[config.mk]
export PLATFORM = sky130hd
export DESIGN_NAME = fmul_pipe_sched
export DESIGN_NICKNAME = d
export VERILOG_FILES = /design/src/rtl/fmul_pipe_sched.sv
export SDC_FILE = /design/constraint.sdc
export NUM_CORES = 1
export LEC_CHECK = 0
export ABC_AREA = 1
export CORE_AREA = 2 2 155 157
export CTS_BUF_LIST = sky130_fd_sc_hd__clkbuf_4 sky130_fd_sc_hd__clkbuf_8
export CTS_CLUSTER_DIAMETER = 80
export DETAILED_ROUTE_END_ITERATION = 7
export DIE_AREA = 0 0 157 159
export MAX_ROUTING_LAYER = met4
export PLACE_DENSITY = 0.69
export SLEW_MARGIN = 10
export SYNTH_ARGS = -nofsm -noshare
export SYNTH_HDL_FRONTEND = slang
export SYNTH_SLANG_ARGS = --single-unit
[constraint.sdc]
create_clock -name clk -period 3.5 [get_ports clk]
set_input_delay 0.7 -clock clk [delete_from_list [all_inputs] [get_ports clk]]
set_output_delay 0.7 -clock clk [all_outputs]
set_load 0.05 [all_outputs]
[src/rtl/fmul_pipe_sched.sv]
// Round-robin front end and stage controller for a shared 4-stage single-precision multiplier.
// Tracks valid bits and requester IDs alongside the external datapath registers.
module fmul_pipe_sched #(
  parameter int N_REQ = 4,
  parameter int ID_W  = 2
) (
  input  logic                  clk,
  input  logic                  clrn,
  input  logic                  flush,
  input  logic [N_REQ-1:0]      req_valid,
  input  logic [32*N_REQ-1:0]   req_a,
  input  logic [32*N_REQ-1:0]   req_b,
  output logic [N_REQ-1:0]      req_ready,
  output logic [31:0]           dp_a,
  output logic [31:0]           dp_b,
  output logic                  en_s1,
  output logic                  en_s2,
  input  logic [31:0]           dp_q,
  output logic                  res_valid,
  input  logic                  res_ready,
  output logic [31:0]           res_q,
  output logic [ID_W-1:0]       res_id,
  output logic [2:0]            inflight
);

  // Handshakes: a requester transfers on req_valid & req_ready, the consumer on
  // res_valid & res_ready; ready never waits for valid except to pick the winner.

  logic            v0, v1, v2;
  logic [ID_W-1:0] id0, id1, id2;
  logic [ID_W-1:0] ptr;
  logic            adv0, adv3;
  logic            gnt_any;
  logic [ID_W-1:0] gnt_idx;
  logic [ID_W-1:0] ptr_next;
  logic            v0_n, v1_n, v2_n, rv_n;
  logic [2:0]      inflight_n;

  // Each stage may move when the one below it moves or is empty.
  assign adv3  = ~res_valid | res_ready;
  assign en_s2 = ~v2 | adv3;
  assign en_s1 = ~v1 | en_s2;
  assign adv0  = ~v0 | en_s1;

  always_comb begin
    int idx;
    gnt_any   = 1'b0;
    gnt_idx   = '0;
    req_ready = '0;
    idx       = 0;
    for (int k = 0; k < N_REQ; k++) begin
      idx = int'(ptr) + k;
      if (idx >= N_REQ) idx = idx - N_REQ;
      if (!gnt_any && req_valid[idx]) begin
        gnt_any = 1'b1;
        gnt_idx = ID_W'(idx);
      end
    end
    if (!adv0 || flush) gnt_any = 1'b0;
    if (gnt_any) req_ready[gnt_idx] = 1'b1;
  end

  assign ptr_next = (gnt_idx == ID_W'(N_REQ - 1)) ? '0 : gnt_idx + ID_W'(1);

  always_comb begin
    v0_n = 1'b0;
    v1_n = 1'b0;
    v2_n = 1'b0;
    rv_n = 1'b0;
    if (!flush) begin
      v0_n = adv0  ? gnt_any : v0;
      v1_n = en_s1 ? v0      : v1;
      v2_n = en_s2 ? v1      : v2;
      rv_n = adv3  ? v2      : res_valid;
    end
    inflight_n = 3'(v0_n) + 3'(v1_n) + 3'(v2_n) + 3'(rv_n);
  end

  always_ff @(posedge clk or negedge clrn) begin
    if (!clrn) begin
      v0        <= 1'b0;
      v1        <= 1'b0;
      v2        <= 1'b0;
      res_valid <= 1'b0;
      id0       <= '0;
      id1       <= '0;
      id2       <= '0;
      ptr       <= '0;
      dp_a      <= '0;
      dp_b      <= '0;
      res_q     <= '0;
      res_id    <= '0;
      inflight  <= '0;
    end else begin
      v0        <= v0_n;
      v1        <= v1_n;
      v2        <= v2_n;
      res_valid <= rv_n;
      inflight  <= inflight_n;
      if (gnt_any) begin
        dp_a <= req_a[32*int'(gnt_idx) +: 32];
        dp_b <= req_b[32*int'(gnt_idx) +: 32];
        id0  <= gnt_idx;
        ptr  <= ptr_next;
      end
      // IDs ride with the data; flushed stages are dead so their IDs are don't-care.
      if (!flush) begin
        if (en_s1) id1 <= id0;
        if (en_s2) id2 <= id1;
        if (adv3 && v2) begin
          res_q  <= dp_q;
          res_id <= id2;
        end
      end
    end
  end

endmodule
==> summary.md, run 1 <==
| Metric | Value |
|---|---|
| Number of global-route vias before repair | between 8,000 and 9,000 |
| Routed length on met2 | approximately 15 mm |
| Final critical path time including I/O delays and setup | roughly 3.3 ns |
| F_max | between 200 and 300 MHz |
| Global route overflow | 0 |
| Maximum fanout along the worst path | 6 |
| Uppermost layer routed | met4 |
| Height of the die | between 150 and 200 um |
| Leakage | about 0.0068 uW |
| Class of the worst hold path | in -> async |
| TritonRoute pass-1 iters | 8 |
| Post-synth top area cell | sky130_fd_sc_hd__dfrtp_1 |
| Crit path launch type | input pin |
| Antenna viol nets, final | 0 |
| Level count of the clock H-tree | 4 |
| Buffers added on ports | approximately 400 |
| Effective utilization at floorplan | a little over a third |
| Register-to-register setup slack | 0.94 ns |
| CP endpoint kind | output port |
| Cts bufs inserted | 17 |
| Clock latency at the later pin of the worst-skew pair | ~0.44 ns |
| Max-slew headroom at the worst pin | a little under half |
| Amount of wire on met3 after detailed routing | 2.75 mm |
| Number of remaining DRC errors | 0 |
| Seq/Total Area, Yosys | about a third |
| Ports | slightly above 400 |
| RSZ-0062 raised after global routing | false |
| Cell-by-cell trace of the critical path | clkdlybuf4s50_1, inv_1, nand2_1, nand3_1, nand2_1, nor2_4, nand3_1, nand3_1, nand2_2, inv_2, ha_1, inv_1, nor2_1, buf_12 |
| Reg2reg end | inflight[1] |
| Number of buffers inserted for hold repair after clock tree synthesis | 0 |
| Switching Fraction | between 50% and 60% |
| Fraction of power consumed by the clock network | under 10% |
| Most common cell in the netlist | sky130_fd_sc_hd__nand2_1 |
| # nets final | between 1,500 and 2,000 |
| Net switching power | 8200 uW |
| Worst ir drop on vdd | ~1.2 mV |
| Combinational power share | about three quarters |
| Worst-case setup slack after placement | between 0.04 and 0.05 ns |
| Average footprint of a synthesized cell | 6.47 um2 |
| Gate count after technology mapping | 1,248 |
| Clock root buffer | sky130_fd_sc_hd__clkbuf_8 |
| Horizontal die dimension | between 150 and 200 um |
| Routed Wire Length | between 30 and 40 mm |
| Total Routing Usage GR | approximately a quarter |
| Count of final hold-check violations | 0 |
| Met1 layer wirelength in the final routing | between 10 and 15 mm |
| Via-per-instance ratio | between 4 and 5 |
| Run status | completed |
| Cell at the slowest stage of the critical path | sky130_fd_sc_hd__clkdlybuf4s50_1 |
| Summed instance area of the synthesized netlist | just over 8000 um2 |
| Leading post-synthesis cells by instance count | sky130_fd_sc_hd__nand2_1, sky130_fd_sc_hd__inv_1, sky130_fd_sc_hd__nand3_1 |
| CTS tree | done |
| Buffers inserted by post-CTS timing repair | 0 |
| Reg-to-reg critical path startpoint | ptr[0] |
| Number of endpoints failing setup at the final stage | 0 |
| Vias after detailed routing | around 9,000 |
| Pwr/cell area | between 1000 and 1500 nW/um2 |
| Critical path data arrival time | between 2 and 3 ns |
| Max Transition Viols Final | 0 |
| Largest net degree at the start of global routing | approximately 130 |
| Delay contributed by the slowest stage of the critical path | ~0.43 ns |
| Number of gates resized after CTS | 0 |
| Cell types occupying the most area after synthesis | sky130_fd_sc_hd__dfrtp_1, sky130_fd_sc_hd__nand2_1, sky130_fd_sc_hd__inv_1 |
| Start-to-end type of the worst setup path | in -> out |
| Number of warning messages in the yosys log | 0 |
| Length in cells of the worst reg-to-reg path | 13 |
| Async S/R FF share, synth | 100% |
| Std-Cell Rows | 56 |
| Core region area | roughly 23,000 um2 |
| Maximum buffer depth of the clock tree | 2 |
| Slack of the critical path | roughly 0.17 ns |
| Register bit count reported by yosys | around 110 |
| Nets in the synthesized netlist | 1,551 |
| Die ar. | 25,000 um2 |
| Proportion of netlist area held by the largest area contributor | 35.0% |
| Reg clk slew, reported paths | 0.08 ns |
| Worst Max-Slew Pin Slew | between 0.8 and 0.9 ns |
| Sink count of the clock tree | roughly 110 |
| Detail-routed net length per standard cell | 16.0 um |
| Detailed placement HPWL | about 22 mm |
| EDFF count, synth | 0 |
| Max-cap viol count | 0 |
| Worst clock skew | approximately 0.013 ns |
| Part of the total power dissipated in sequential elements | 16.2% |
| Critical path's most frequent cell | sky130_fd_sc_hd__nand3_1 |
| Antenna violations before repair | 1 |
| 1st-iter DRT viols | ~460 |
| Sum Neg Setup Slack | 0 ns |
| Internal Dissipation | 6050 uW |
| Share of final-layout standard cells stronger than drive strength 1 | 6.62% |
| Share of the clock period used by the worst path | between 90% and 100% |
| Commonest register cell after synthesis | sky130_fd_sc_hd__dfrtp_1 |
| Wire length of the first global-routing pass | 47.5 mm |
| CP required | roughly 2.8 ns |
| Number of distinct standard cells referenced by the synthesized netlist | 24 |
| Area Overhead vs Synth | 58.0% |
| Final weighted congestion in routability-driven placement | 0.891 |
cells by family after synthesis:
family / Yosys count / share of synthesized area [%]
adders and majority gates: 7 / 1.18
AOI/OAI and AO/OA: 14 / 0.960
and+or+nand+nor: 712 / 39.4
buffers and inverters: 369 / 18.8
DFF: 113 / 35.0
muxes: 33 / 4.60
worst max-delay path: cells and delay by family:
family | cells | cell delay [ns]
simple gates | 8 | 0.95
buf+inv | 5 | 0.82
fa+ha+maj | 1 | 0.14
metal layers:
layer	track usage, %	vias to the layer above
met5	-	-
met4	8.59	0
met3	6.94	50
met2	42.6	409
met1	28.2	4181
li1	-	4562
through the flow:
stage          power, uW  cell area [um2]  util [%]  instances  hold slack (ns)
3_3_place_gp       12900            12400      53.3       1904            0.460
5_1_grt            15400            12800      55.0       1937            0.358
2_1_floorplan       9850             8080         -       1248            0.404
3_5_place_dp       13000            12400      53.3       1904            0.464
6_report           14200            12800      55.0       1938            0.335
4_1_cts            14300            12800      55.0       1936            0.352
sequential cells by signal (all words and copies together), names as in the netlist, 2 cells and up:
| signal | count |
|---|---|
| id2 | 2 |
| dp_b | 32 |
| res_q | 32 |
| dp_a | 32 |
| id0 | 2 |
| res_id | 2 |
| id1 | 2 |
| ptr | 2 |
| inflight | 3 |
power groups by stage:
stage	sequential [uW]	combinational, uW	clock [uW]
after floorplan	4250	5600	0
after CTS	2300	10700	1300
final	2300	10700	1250
after detailed placement	2320	10700	0
after global routing	2370	11700	1360
after global placement	2300	10600	0
how the worst max path moves through the flow:
stage	depth (start not counted)	end	start
2_1_floorplan	13	req_ready[2]	req_valid[3]
3_3_place_gp	14	req_ready[3]	req_valid[3]
3_5_place_dp	14	req_ready[3]	req_valid[3]
4_1_cts	14	req_ready[3]	ptr[0]
5_1_grt	14	req_ready[2]	req_valid[1]
6_report	14	req_ready[2]	req_valid[1]
cell usage in the layout (no fill, tap or decap), types with 10 or more instances in the layout:
master | synthesis | routed
sky130_fd_sc_hd__buf_12 | 0 | 10
sky130_fd_sc_hd__buf_4 | 8 | 15
sky130_fd_sc_hd__clkbuf_8 | 0 | 17
sky130_fd_sc_hd__clkdlybuf4s50_1 | 0 | 398
sky130_fd_sc_hd__dfrtp_1 | 113 | 112
sky130_fd_sc_hd__inv_1 | 278 | 277
sky130_fd_sc_hd__mux2_2 | 33 | 33
sky130_fd_sc_hd__nand2_1 | 430 | 429
sky130_fd_sc_hd__nand3_1 | 137 | 135
sky130_fd_sc_hd__nand4_1 | 126 | 126
sky130_fd_sc_hd__nor2_1 | 13 | 12
final cells by class:
type | instances | area, um2
Antenna cell | 2 | 5.00
Clock buffer | 17 | 234
Clock inverter | 15 | 160
Fill cell | 2306 | 10400
Inverter | 283 | 1060
Multi-Input combinational cell | 766 | 3780
Sequential cell | 113 | 2830
Tap cell | 319 | 399
Timing Repair Buffer | 423 | 4300
Note: power is estimated with default switching activity, not from simulation.
==> run 2, diff against run 1 <==
--- a/config.mk
+++ b/config.mk
@@ -11,8 +11,9 @@
 export CTS_CLUSTER_DIAMETER = 80
 export DETAILED_ROUTE_END_ITERATION = 7
 export DIE_AREA = 0 0 157 159
+export DONT_BUFFER_PORTS = 1
 export MAX_ROUTING_LAYER = met4
-export PLACE_DENSITY = 0.69
+export PLACE_DENSITY = 0.47
 export SLEW_MARGIN = 10
 export SYNTH_ARGS = -nofsm -noshare
 export SYNTH_HDL_FRONTEND = slang
==> run 2 against run 1 <==
Compared with the run above: wire length fell by 10%; die area did not move; fmax rose by 2.4%; cell area fell by 32%; hold slack got worse by 0.12 ns; clock-buffer cell count did not move; global-route usage fell by 2.7 points; utilization fell by 17 points; highest routed layer unchanged; via count fell by 15%; register-to-register slack got worse by 0.23 ns; clock skew rose by 0.0076 ns.
==> summary.md, run 2 (synthesized netlist as in run 1, its figures left out) <==
| Metric | Value |
|---|---|
| Critical path data arrival time | 2.56 ns |
| Height of the die | between 150 and 200 um |
| Antenna violations before repair | 1 |
| Effective utilization at floorplan | roughly a third |
| Run status | completed |
| Share of final-layout standard cells stronger than drive strength 1 | approximately 8.6% |
| Layout Cell Area excl Fill | ~8700 um2 |
| Start-to-end type of the worst setup path | reg -> out |
| Worst clock skew | between 0.02 and 0.025 ns |
| Maximum fanout along the worst path | 26 |
| RSZ-0062 raised after global routing | false |
| Routed Wire Length | 27.7 mm |
| Level count of the clock H-tree | 4 |
| Critical path's most frequent cell | sky130_fd_sc_hd__nand2_1 |
| Ports | 404 |
| Detail-routed net length per standard cell | between 15 and 20 um |
| Number of global-route vias before repair | 7,494 |
| Cell at the slowest stage of the critical path | sky130_fd_sc_hd__dfrtp_2 |
| Sum Neg Setup Slack | 0 ns |
| Total Routing Usage GR | about 22% |
| Core region area | roughly 23,000 um2 |
| Number of standard cells in the layout, taps in and fillers out | between 1,500 and 2,000 |
| Clock latency at the later pin of the worst-skew pair | about 0.44 ns |
| Area Overhead vs Synth | 7.94% |
| Maximum buffer depth of the clock tree | 2 |
| Cts bufs inserted | 17 |
| Wire length of the first global-routing pass | between 40 and 50 mm |
| Class of the worst hold path | in -> async |
| Max-cap viol count | 0 |
| Crit path launch type | flop |
| Number of remaining DRC errors | 0 |
| Reg clk slew, reported paths | roughly 0.10 ns |
| Die ar. | between 20,000 and 25,000 um2 |
| Antenna viol nets, final | 0 |
| 1st-iter DRT viols | between 400 and 500 |
| Vias after detailed routing | roughly 7,800 |
| Most frequent cells in the layout | sky130_fd_sc_hd__nand2_1, sky130_fd_sc_hd__inv_1, sky130_fd_sc_hd__nand3_1, sky130_fd_sc_hd__nand4_1, sky130_fd_sc_hd__dfrtp_1 |
| Number of endpoints failing setup at the final stage | 0 |
| Count of final hold-check violations | 0 |
| CTS tree | done |
| Cell-by-cell trace of the critical path | inv_4, nand2_1, nand2_2, nand2_1, nand2_1, nor2_4, nand3_4, buf_4, nand2_8, nor2_1, buf_4 |
| Placed Cells | between 1,500 and 2,000 |
| Std-Cell Rows | 56 |
| Largest net degree at the start of global routing | ~130 |
| Max Transition Viols Final | 0 |
| Horizontal die dimension | approximately 160 um |
| Worst Max-Slew Pin Slew | 1.19 ns |
| F_max | 307 MHz |
| CP endpoint kind | output port |
| CP required | between 2 and 3 ns |
| Sink count of the clock tree | between 100 and 150 |
| # nets final | around 1,500 |
| Leading cell type in the layout, fill and taps excluded | sky130_fd_sc_hd__nand2_1 |
| Final weighted congestion in routability-driven placement | 0.861 |
| Biggest regs | dp_a: 32 flops, dp_b: 32 flops, res_q: 32 flops |
| Share of the clock period used by the worst path | approximately 93% |
| Clock root buffer | sky130_fd_sc_hd__clkbuf_8 |
| Max-slew headroom at the worst pin | 20.8% |
| TritonRoute pass-1 iters | 5 |
| Delay contributed by the slowest stage of the critical path | 0.50 ns |
| Global route overflow | 0 |
| Via-per-instance ratio | roughly 5 |
| Detailed placement HPWL | just under 20 mm |
| Buffers added on ports | 0 |
| Total placed instance area | between 8000 and 9000 um2 |
| Final critical path time including I/O delays and setup | roughly 3.3 ns |
-- run 2: metal layers --
metal  routed length (um)  track usage, %  up-vias
met3                 2430            6.72       33
met1                10600            24.8     3646
li1                     -               -     3762
met2                14000            37.9      347
met4                  680            8.22        0
met5                    0               -        -
-- run 2: repair_timing --
action,CTS,global route
setup buffers,0,0
hold buffers,1,0
resized for setup,1,6
pin swaps,0,0
endpoints found under the setup margin,1,2
hold endpoints to repair,113,0
-- run 2: area by class of cell --
class | instances | area [um2]
fill | 2542 | 14500
multi-input combinational | 766 | 3790
sequential | 113 | 2830
inverter | 283 | 1060
tap | 319 | 399
timing repair buffer | 22 | 243
clock buffer | 17 | 234
clock inverter | 15 | 161
antenna | 1 | 2.50
-- run 2: worst paths after layout --
kind / start / end / slack [ns] / cells after the start
setup reg to reg: ptr[0] / dp_b[29] / 0.71 / 13
min in group clk: flush / res_valid / 0.32 / 1
setup / recovery: ptr[0] / req_ready[3] / 0.24 / 11
max in group asynchronous: clrn / dp_a[1] / 2.81 / 1
hold / removal: clrn / dp_b[7] / 0.21 / 1
hold reg to reg: id2[0] / id2[0] / 0.50 / 2
-- run 2: metrics by stage --
| step | utilization (%) | worst slack (ns) | hold slack (ns) |
|---|---|---|---|
| after floorplan | - | 0.263 | 0.404 |
| after global placement | 35.7 | 0.485 | 0.408 |
| after detailed placement | 35.7 | 0.433 | 0.407 |
| after CTS | 37.5 | 0.0751 | 0.212 |
| after global routing | 37.6 | 0.0336 | 0.228 |
| final | 37.6 | 0.243 | 0.214 |
-- run 2: critical path, delay by kind of cell (launching register included) --
family	cells	cell delay (ns)
and+or+nand+nor	8	0.91
buffers and inverters	3	0.71
DFF	1	0.50
Power of run 2 is left out: the tool's default activity adds up to more than one toggle a clock period on the data nets, which glitch-free logic cannot reach.
==> run 3, diff against run 2 <==
==> constraint.sdc (replaced) <==
create_clock -name clk -period 3.5 [get_ports clk]
set_input_delay 0.7 -clock clk [delete_from_list [all_inputs] [get_ports clk]]
set_output_delay 0.7 -clock clk [all_outputs]
set_load 0.1 [all_outputs]
==> run 3 against run 2 <==
Compared with the run above: hold slack worse by 0.024 ns; flip-flop and latch count unchanged; largest cell class unchanged; utilization up 0.22 points; first-iteration DRC count down 7.7%; via count down 1.1%.
==> summary.md, run 3 (synthesized netlist as in run 1, its figures left out) <==
| Metric | Value |
|---|---|
| Run status | completed |
| Worst Max-Slew Pin Slew | 0.992 ns |
| Reg2reg end | inflight[1] |
| Biggest regs | dp_a: 32 flops, dp_b: 32 flops, res_q: 32 flops |
| Maximum fanout along the worst path | 10 |
| Met2 demand-to-capacity share in global routing | 38.9% |
| Maximum buffer depth of the clock tree | 2 |
| Buffers added on ports | 0 |
| Most frequent cells in the layout | sky130_fd_sc_hd__nand2_1, sky130_fd_sc_hd__inv_1, sky130_fd_sc_hd__nand3_1, sky130_fd_sc_hd__nand4_1, sky130_fd_sc_hd__dfrtp_1 |
| Capturing instance or port of the critical path | req_ready[1] |
| Layout Cell Area excl Fill | roughly 8800 um2 |
| CP endpoint kind | output port |
| # nets final | approximately 1,500 |
| Final weighted congestion in routability-driven placement | ~0.9 |
| CTS tree | done |
| Number of remaining DRC errors | 0 |
| Share of final-layout standard cells stronger than drive strength 1 | between 8 and 9% |
| Number of global-route vias before repair | approximately 7,400 |
| Met1 Use GR | between 20% and 30% |
| Clock latency at the later pin of the worst-skew pair | between 0.4 and 0.5 ns |
| Count of buffer and inverter cells on the critical path | 4 |
| Crit path launch type | flop |
| Max Transition Viols Final | 0 |
| F_max | roughly 310 MHz |
| Total of fill cells in the finished design | around 2,600 |
| Reg clk slew, reported paths | about 0.09 ns |
| Max-slew headroom at the worst pin | between 30 and 40% |
| Antenna viol nets, final | 0 |
| 1st-iter DRT viols | ~410 |
| Share of the clock period used by the worst path | 91.7% |
| Detailed placement HPWL | ~19 mm |
| Std-Cell Rows | 56 |
| Cell-by-cell trace of the critical path | inv_4, nand2_1, nand3_1, nand2_1, nor2_2, nand3_4, nand3_4, inv_1, ha_1, inv_1, nor2_4, buf_12 |
| Leading cell type in the layout, fill and taps excluded | sky130_fd_sc_hd__nand2_1 |
| Vias after detailed routing | between 7,000 and 8,000 |
| Reg-to-reg critical path startpoint | ptr[0] |
| Clock root buffer | sky130_fd_sc_hd__clkbuf_8 |
| Antenna violations before repair | 1 |
| Final critical path time including I/O delays and setup | approximately 3.2 ns |
| Cts bufs inserted | 17 |
| Largest net degree at the start of global routing | 127 |
| RSZ-0062 raised after global routing | false |
| Worst clock skew | 0.0157 ns |
| Horizontal die dimension | approximately 160 um |
| Stages on the worst setup path | 12 |
| Count of final hold-check violations | 0 |
| Core region area | ~23,000 um2 |
| Ports | between 400 and 500 |
| Detail-routed net length per standard cell | 17.9 um |
| Global route overflow | 0 |
| Cell at the slowest stage of the critical path | sky130_fd_sc_hd__dfrtp_2 |
| Effective utilization at floorplan | between 30% and 40% |
| TritonRoute pass-1 iters | 7 |
| Die ar. | about 25,000 um2 |
| Class of the worst hold path | in -> async |
| Delay contributed by the slowest stage of the critical path | roughly 0.5 ns |
| Register-to-register setup slack | around 0.85 ns |
| Critical path data arrival time | 2.51 ns |
| Start-to-end type of the worst setup path | reg -> out |
| Sink count of the clock tree | approximately 110 |
| Global routing usage on met3 | just under 6% |
| Max-cap viol count | 0 |
| Post-route worst hold slack | 0.190 ns |
| Wire length of the first global-routing pass | between 40 and 50 mm |
| Total Routing Usage GR | between 20% and 30% |
| Buffers inserted by post-CTS timing repair | 0 |
| Top cell family by delay on the critical path | simple AND/OR/NAND/NOR gates |
| Height of the die | about 160 um |
| Layer with the highest usage after global routing | met2 |
| Routed Wire Length | ~27 mm |
| Via-per-instance ratio | 5.01 |
| Level count of the clock H-tree | 4 |
| Critical path startpoint | ptr[0] |
| Total placed instance area | 8340 um2 |
| Length in cells of the worst reg-to-reg path | 11 |
| Number of endpoints failing setup at the final stage | 0 |
| Sum Neg Setup Slack | 0 ns |
| Area Overhead vs Synth | 8.56% |
| CP required | between 2 and 3 ns |
-- run 3: metrics by stage --
stage / cells / setup WS, ns / utilization, %
finish: 1536 / 0.289 / 37.8
global route: 1536 / 0.0610 / 37.8
CTS: 1535 / 0.155 / 37.8
detailed placement: 1502 / 0.614 / 36.0
global placement: 1502 / 0.650 / 36.0
floorplan: 1248 / 0.245 / -
-- run 3: timing repair --
action | CTS | global route
gates resized for setup | 0 | 1
hold endpoints to repair | 113 | 0
hold buffers | 1 | 0
setup endpoints to repair | 0 | 3
-- run 3: worst reg2reg max path, cell delays in order (launching register included) --
cell and delay, ns:
sky130_fd_sc_hd__dfrtp_2 0.51, sky130_fd_sc_hd__inv_4 0.15, sky130_fd_sc_hd__nand2_1 0.09, sky130_fd_sc_hd__nand3_1 0.09, sky130_fd_sc_hd__nand2_1 0.10, sky130_fd_sc_hd__nor2_2 0.22
sky130_fd_sc_hd__nand3_4 0.17, sky130_fd_sc_hd__o21ai_0 0.33, sky130_fd_sc_hd__fa_1 0.46, sky130_fd_sc_hd__inv_1 0.07, sky130_fd_sc_hd__ha_1 0.14, sky130_fd_sc_hd__ha_1 0.22
-- run 3: area by class of cell --
class                      instances  area [um2]  share of cell area (%)
clock inverter                    15         165                    1.88
tap                              319         399                    4.55
inverter                         283        1060                    12.1
antenna                            1        2.50                  0.0285
timing repair buffer              22         273                    3.11
multi-input combinational        766        3800                    43.4
sequential                       113        2830                    32.3
clock buffer                      17         234                    2.67
-- run 3: worst min-delay path by stage --
stage,from,endpoint,slack [ns],depth (start not counted)
4_1_cts,clrn,res_q[6],0.23,1
6_report,clrn,res_q[6],0.19,1
2_1_floorplan,clrn,dp_a[0],0.40,0
5_1_grt,clrn,inflight[0],0.20,1
3_3_place_gp,clrn,res_q[2],0.41,0
3_5_place_dp,clrn,res_q[2],0.41,0
-- run 3: per-layer routing --
metal / vias to the layer above / routed length (um)
li1: 3767 / -
met1: 3582 / 10800
met2: 323 / 14100
met3: 31 / 2120
met4: 0 / 463
met5: - / 0
Power of run 3 is left out for the same reason.
